===== src/rtl/and_stim_sequencer.sv =====
// and_stim_sequencer
// Stimulus/response sequencer for a two-input AND cell.
//
// The block steps through every WIDTH-bit vector in counting order and holds
// each one for HOLD cycles. In the last cycle of each hold window it samples
// the cell output f_in and compares it with the expected AND-reduction of the
// driven vector. A failed compare gives a one-cycle mismatch pulse on the
// following cycle and bumps a saturating error counter. The whole vector space
// is swept LOOPS times, and then the block parks in DONE until the next start.
//
// The registered expected value is exported as expect_val, because "expect"
// is a reserved word in SystemVerilog. expect_val always equals &vec in the
// same cycle.
//
// Reset is asynchronous and active-low. All outputs come straight from
// registers, so a reset clears them immediately without waiting for clk.

module and_stim_sequencer #(
    parameter int WIDTH = 2,    // vector width driven to the cell (1..16)
    parameter int HOLD  = 20,   // cycles each vector is held (>= 1)
    parameter int LOOPS = 1,    // full passes over all 2^WIDTH vectors (>= 1)
    parameter int ERRW  = 16    // width of the saturating error counter (>= 1)
) (
    input  logic             clk,
    input  logic             rst_n,
    input  logic             start,
    input  logic             stop,
    output logic [WIDTH-1:0] vec,
    output logic             vec_valid,
    input  logic             f_in,
    output logic             expect_val,
    output logic             mismatch,
    output logic [ERRW-1:0]  err_count,
    output logic             busy,
    output logic             done
);

    // Counter widths. Both are kept at least one bit wide, so that HOLD=1 or
    // LOOPS=1 still gives a legal (constant-zero) counter.
    localparam int HW = (HOLD  > 1) ? $clog2(HOLD)  : 1;
    localparam int LW = (LOOPS > 1) ? $clog2(LOOPS) : 1;

    localparam logic [HW-1:0] HOLD_LAST = HW'(HOLD - 1);
    localparam logic [LW-1:0] LOOP_LAST = LW'(LOOPS - 1);

    typedef enum logic [1:0] {
        S_IDLE = 2'd0,
        S_RUN  = 2'd1,
        S_DONE = 2'd2
    } state_t;

    // Registered state and outputs
    state_t           state_reg,     state_next;
    logic [WIDTH-1:0] vec_reg,       vec_next;
    logic             valid_reg,     valid_next;
    logic             expect_reg,    expect_next;
    logic             mismatch_reg,  mismatch_next;
    logic [ERRW-1:0]  err_reg,       err_next;
    logic             busy_reg,      busy_next;
    logic             done_reg,      done_next;
    logic [HW-1:0]    hold_reg,      hold_next;
    logic [LW-1:0]    loop_reg,      loop_next;

    // Decoded conditions used by the next-state logic
    logic sample_edge;   // this edge closes the current hold window
    logic sample_fail;   // the cell output disagrees with the expected value
    logic vec_last;      // the current vector is all ones
    logic loop_last;     // the current pass is the final one
    logic err_full;      // the error counter has reached its ceiling

    assign sample_edge = (hold_reg == HOLD_LAST);
    assign sample_fail = (f_in != expect_reg);
    assign vec_last    = &vec_reg;
    assign loop_last   = (loop_reg == LOOP_LAST);
    assign err_full    = &err_reg;

    // State and output registers, with an asynchronous active-low clear
    always_ff @(posedge clk or negedge rst_n) begin
        if (!rst_n) begin
            state_reg    <= S_IDLE;
            vec_reg      <= '0;
            valid_reg    <= 1'b0;
            expect_reg   <= 1'b0;
            mismatch_reg <= 1'b0;
            err_reg      <= '0;
            busy_reg     <= 1'b0;
            done_reg     <= 1'b0;
            hold_reg     <= '0;
            loop_reg     <= '0;
        end else begin
            state_reg    <= state_next;
            vec_reg      <= vec_next;
            valid_reg    <= valid_next;
            expect_reg   <= expect_next;
            mismatch_reg <= mismatch_next;
            err_reg      <= err_next;
            busy_reg     <= busy_next;
            done_reg     <= done_next;
            hold_reg     <= hold_next;
            loop_reg     <= loop_next;
        end
    end

    // Next-state logic: start/stop handling, hold timing, vector stepping,
    // and the compare
    always_comb begin
        // Everything holds by default, and mismatch is a single-cycle pulse.
        state_next    = state_reg;
        vec_next      = vec_reg;
        valid_next    = valid_reg;
        mismatch_next = 1'b0;
        err_next      = err_reg;
        busy_next     = busy_reg;
        done_next     = done_reg;
        hold_next     = hold_reg;
        loop_next     = loop_reg;

        case (state_reg)
            S_IDLE, S_DONE: begin
                // stop blocks a simultaneous start; on its own it does nothing here.
                if (start && !stop) begin
                    state_next = S_RUN;
                    vec_next   = '0;
                    valid_next = 1'b1;
                    busy_next  = 1'b1;
                    done_next  = 1'b0;
                    err_next   = '0;
                    hold_next  = '0;
                    loop_next  = '0;
                end
            end

            S_RUN: begin
                if (stop) begin
                    // An abort discards any compare due on this edge but keeps
                    // the errors counted so far visible.
                    state_next = S_IDLE;
                    valid_next = 1'b0;
                    busy_next  = 1'b0;
                    hold_next  = '0;
                end else if (sample_edge) begin
                    if (sample_fail) begin
                        mismatch_next = 1'b1;
                        if (!err_full) begin
                            err_next = err_reg + 1'b1;
                        end
                    end
                    hold_next = '0;
                    if (!vec_last) begin
                        vec_next = vec_reg + 1'b1;
                    end else if (!loop_last) begin
                        // Wrap straight into the next pass, with no idle gap.
                        vec_next  = '0;
                        loop_next = loop_reg + 1'b1;
                    end else begin
                        // Final vector of the final pass. vec keeps its last
                        // value so the last stimulus can still be inspected.
                        state_next = S_DONE;
                        valid_next = 1'b0;
                        busy_next  = 1'b0;
                        done_next  = 1'b1;
                    end
                end else begin
                    hold_next = hold_reg + 1'b1;
                end
            end

            default: begin
                state_next = S_IDLE;
            end
        endcase

        // The expected value tracks the vector that is registered on this edge.
        expect_next = &vec_next;
    end

    assign vec        = vec_reg;
    assign vec_valid  = valid_reg;
    assign expect_val = expect_reg;
    assign mismatch   = mismatch_reg;
    assign err_count  = err_reg;
    assign busy       = busy_reg;
    assign done       = done_reg;

endmodule


===== config.mk =====
export PLATFORM = sky130hd
export DESIGN_NAME = and_stim_sequencer
export DESIGN_NICKNAME = d
export VERILOG_FILES = /design/src/rtl/and_stim_sequencer.sv
export SDC_FILE = /design/constraint.sdc
export NUM_CORES = 1
export LEC_CHECK = 0
export ABC_AREA = 0
export CORE_ASPECT_RATIO = 1.75
export CORE_MARGIN = 5
export CORE_UTILIZATION = 45
export DETAILED_ROUTE_END_ITERATION = 6
export GPL_TIMING_DRIVEN = 0
export PLACE_DENSITY_LB_ADDON = 0.08
export SYNTH_ARGS = -nofsm -noshare
export SYNTH_HDL_FRONTEND = slang
export SYNTH_SLANG_ARGS = --single-unit

===== constraint.sdc =====
create_clock -name clk -period 2.4 [get_ports clk]
set_input_delay 0.6 -clock clk [delete_from_list [all_inputs] [get_ports clk]]
set_output_delay 0.6 -clock clk [all_outputs]
set_load 0.01 [all_outputs]

==> flow_metrics.py <==
metrics = {
    "run_status": {
        "status": "complete, no violations",
    },
    "detailed_routing": {
        "drt_iter0_markers": 33,
        "wl_per_cell_um": 16.5,
        "drtPass1Iterations": 4,
        "vias": 1438,
        "viasPerCell": 5.89,
        "totalWireLength_mm": 4.02,
        "ant_nets": 0,
        "drc_errors": 0,
    },
    "die": {
        "die_y_um": 88.5,
        "die_width_um": 54.8,
        "design.die.area_um2": 4850,
        "coreArea_um2": 3400,
        "pin_count": 28,
        "rows": 28,
        "initial_core_util_pct": 46.6,
    },
    "placed_design": {
        "portBuffers": 27,
        "gp_congestion": 0.830,
        "placed_cell_area_um2": 1910,
        "dp_slack_ns": -0.291,
        "dpl.hpwl_mm": 2.95,
    },
    "critical_path": {
        "r2r-end": "err_count[13]",
        "worstSetupEndpointType": "flip-flop",
        "r2r_cells": 6,
        "r2r-start": "err_count[0]",
        "ff2ff_setup_slack_ns": 0.28,
        "required_ns": 2.60,
        "cp-start-kind": "input port",
        "crit_path_max_fanout": 9,
        "arrival_ns": 2.41,
        "worst-setup-path-type": "in -> reg",
        "startpoint": "stop",
    },
    "clocking": {
        "cts_hold_buffers": 0,
        "root_buffer": "clkbuf_8",
        "clk_latency_ns": 0.28,
        "cts_sinks": 29,
        "htree_levels": 2,
        "clk_pin_slew_ns": 0.06,
        "cts_tree": "built",
        "cts_buffer_depth": 2,
        "cts_made_buffers": 5,
    },
    "worst_hold_path": {
        "hold_path.class": "in -> async",
    },
    "logic_synthesis": {
        "syn_nets": 170,
        "synth_seq_area_share_pct": 45.8,
        "asyncSetResetFlopFracSynth_pct": 100,
        "netlist_instances": 163,
        "ys_warn_count": 0,
        "avgSynthCellArea_um2": 9.71,
        "syn_area_um2": 1580,
        "ys_types": 39,
        "synth_seq_cells": 29,
        "synth_top_flop_cell": "dfrtp_1",
        "synth_edf_count": 0,
    },
    "timing": {
        "tightest_slew_ns": 0.676,
        "slew_viol_final": 0,
        "max_freq_ghz": 0.452,
        "layout_min_cycle_time_ns": 2.21,
        "rsz0062_at_grt": "false",
        "min_period_over_period_pct": 92.2,
        "slew_headroom_pct": 55.0,
        "whs_ns": 0.353,
        "worst_clock_skew_ns": 0.00540,
        "finalSetupViolCount": 0,
        "report.final.hold_viol_count": 0,
        "layout_setup_ws_ns": 0.188,
    },
    "grt": {
        "grt_max_degree": 30,
        "grt_pass1_wl_mm": 6.79,
        "grtUsageTotal_pct": 19.5,
        "grt_antenna_before_repair": 0,
        "grt_pass1_vias": 1505,
        "gr-total-overflow": 0,
    },
    "cells_and_area": {
        "n_antenna_cell": 0,
        "largest_reg_flops": 16,
        "nets": 205,
        "layout-drive-gt1-share_pct": 10.1,
        "multi_input_area_um2": 832,
        "regArea_um2": 726,
        "final.fill_count": 334,
        "syn2layout_area_growth_pct": 27.7,
        "fin_area_um2": 2020,
    },
    "power": {
        "peakVddDrop_v": 0.000445,
        "pwr_density_cell_nw_per_um2": 493,
        "leakagePower_nw": 0.803,
    },
    "job": {
        "drv_cap": 0,
    },
}
through the flow:
| step | power, mW | setup TNS, ns | utilization [%] | instances |
|---|---|---|---|---|
| detailed placement | 0.622 | -2.73 | 56.2 | 235 |
| CTS | 1.01 | 0 | 58.6 | 243 |
| finish | 0.997 | 0 | 59.5 | 244 |
| floorplan | 0.573 | 0 | - | 163 |
| global placement | 0.615 | -1.69 | 56.2 | 235 |
| global route | 1.05 | 0 | 59.5 | 244 |
how the worst max path moves through the flow:
stage | to | slack (ns) | cells past startpoint
5_1_grt | err_count[13] | 0.03 | 6
6_report | err_count[9] | 0.19 | 6
3_5_place_dp | err_count[15] | -0.29 | 5
2_1_floorplan | err_count[12] | 0.48 | 6
3_3_place_gp | err_count[15] | -0.22 | 5
4_1_cts | err_count[15] | 0.005 | 5
critical path, cell delays in order:
cell,delay (ns)
clkdlybuf4s50_1,0.54
nor3b_4,0.28
buf_12,0.16
nand4_4,0.14
or4_1,0.51
a21oi_1,0.17
cell type report:
| type | instances | area share [%] |
|---|---|---|
| multi-input cells | 126 | 41.2 |
| flip-flops and latches | 29 | 35.9 |
| repair buffers | 28 | 14.1 |
| clock buffers | 6 | 3.59 |
| well taps | 45 | 2.79 |
| plain buffers | 5 | 1.36 |
| inverters | 3 | 0.557 |
| clock inverters | 2 | 0.495 |
synthesized netlist by cell type, types with 2 or more instances:
| cell type | n | area share [%] |
|---|---|---|
| nor3_1 | 2 | 0.63 |
| nand2b_1 | 8 | 3.2 |
| nor2_1 | 6 | 1.4 |
| a22o_1 | 2 | 1.1 |
| a21oi_1 | 10 | 3.2 |
| nand2_1 | 23 | 5.5 |
| nand4_1 | 6 | 2.4 |
| buf_4 | 2 | 0.95 |
| dfrtp_1 | 29 | 46 |
| nand3_1 | 10 | 3.2 |
| or4_1 | 8 | 3.8 |
| ha_1 | 2 | 1.6 |
| o21ai_0 | 11 | 3.5 |
| and4_1 | 2 | 1.1 |
| nor4b_1 | 2 | 1.1 |
| inv_1 | 3 | 0.71 |
| o31ai_1 | 6 | 2.8 |
| clkbuf_1 | 2 | 0.47 |
| mux2i_1 | 7 | 4.4 |
| nor4_1 | 3 | 1.2 |
cells in the final DEF (no fill, tap or decap), types with 5 or more instances in the layout:
cell | synthesis | layout
dfrtp_1 | 29 | 29
nand2_1 | 23 | 23
clkdlybuf4s50_1 | 0 | 26
clkbuf_8 | 0 | 5
nor2_1 | 6 | 6
nand4_1 | 6 | 6
nand2b_1 | 8 | 8
mux2i_1 | 7 | 7
o21ai_0 | 11 | 11
or4_1 | 8 | 8
nand3_1 | 10 | 10
a21oi_1 | 10 | 10
o31ai_1 | 6 | 6
where the power goes:
part,internal [mW],switching (mW),total (mW)
Sequential,0.502,0.0141,0.516
Clock,0.200,0.178,0.378
Combinational,0.0458,0.0572,0.103
repair_timing:
| item | 4_1_cts | 5_1_grt |
|---|---|---|
| buffers inserted | 0 | 1 |
| resized for setup | 0 | 2 |
| hold endpoints to repair | 0 | 0 |
| setup endpoints to repair | 0 | 9 |
metal layers:
metal | wire [um] | part of all wire, % | track usage, % | vias up
met2 | 2240 | 56 | 33.2 | 34
li1 | - | - | - | 687
met3 | 170 | 4.2 | 5.23 | 11
met5 | 0 | 0 | 0 | -
met4 | 115 | 2.9 | 10.7 | 0
met1 | 1490 | 37 | 20.9 | 706
logic make-up (layout without fill, tap and decap cells):
group | Yosys count | count (layout) | share of synthesized area, %
compound gates | 34 | 34 | 13.2
xor+xnor | 1 | 1 | 0.553
fa+ha+maj | 2 | 2 | 1.58
buf+inv | 8 | 44 | 2.45
flops | 29 | 29 | 45.9
mux | 7 | 7 | 4.43
simple gates | 82 | 82 | 31.9
No activity file was read; power rests on OpenSTA's default activity.
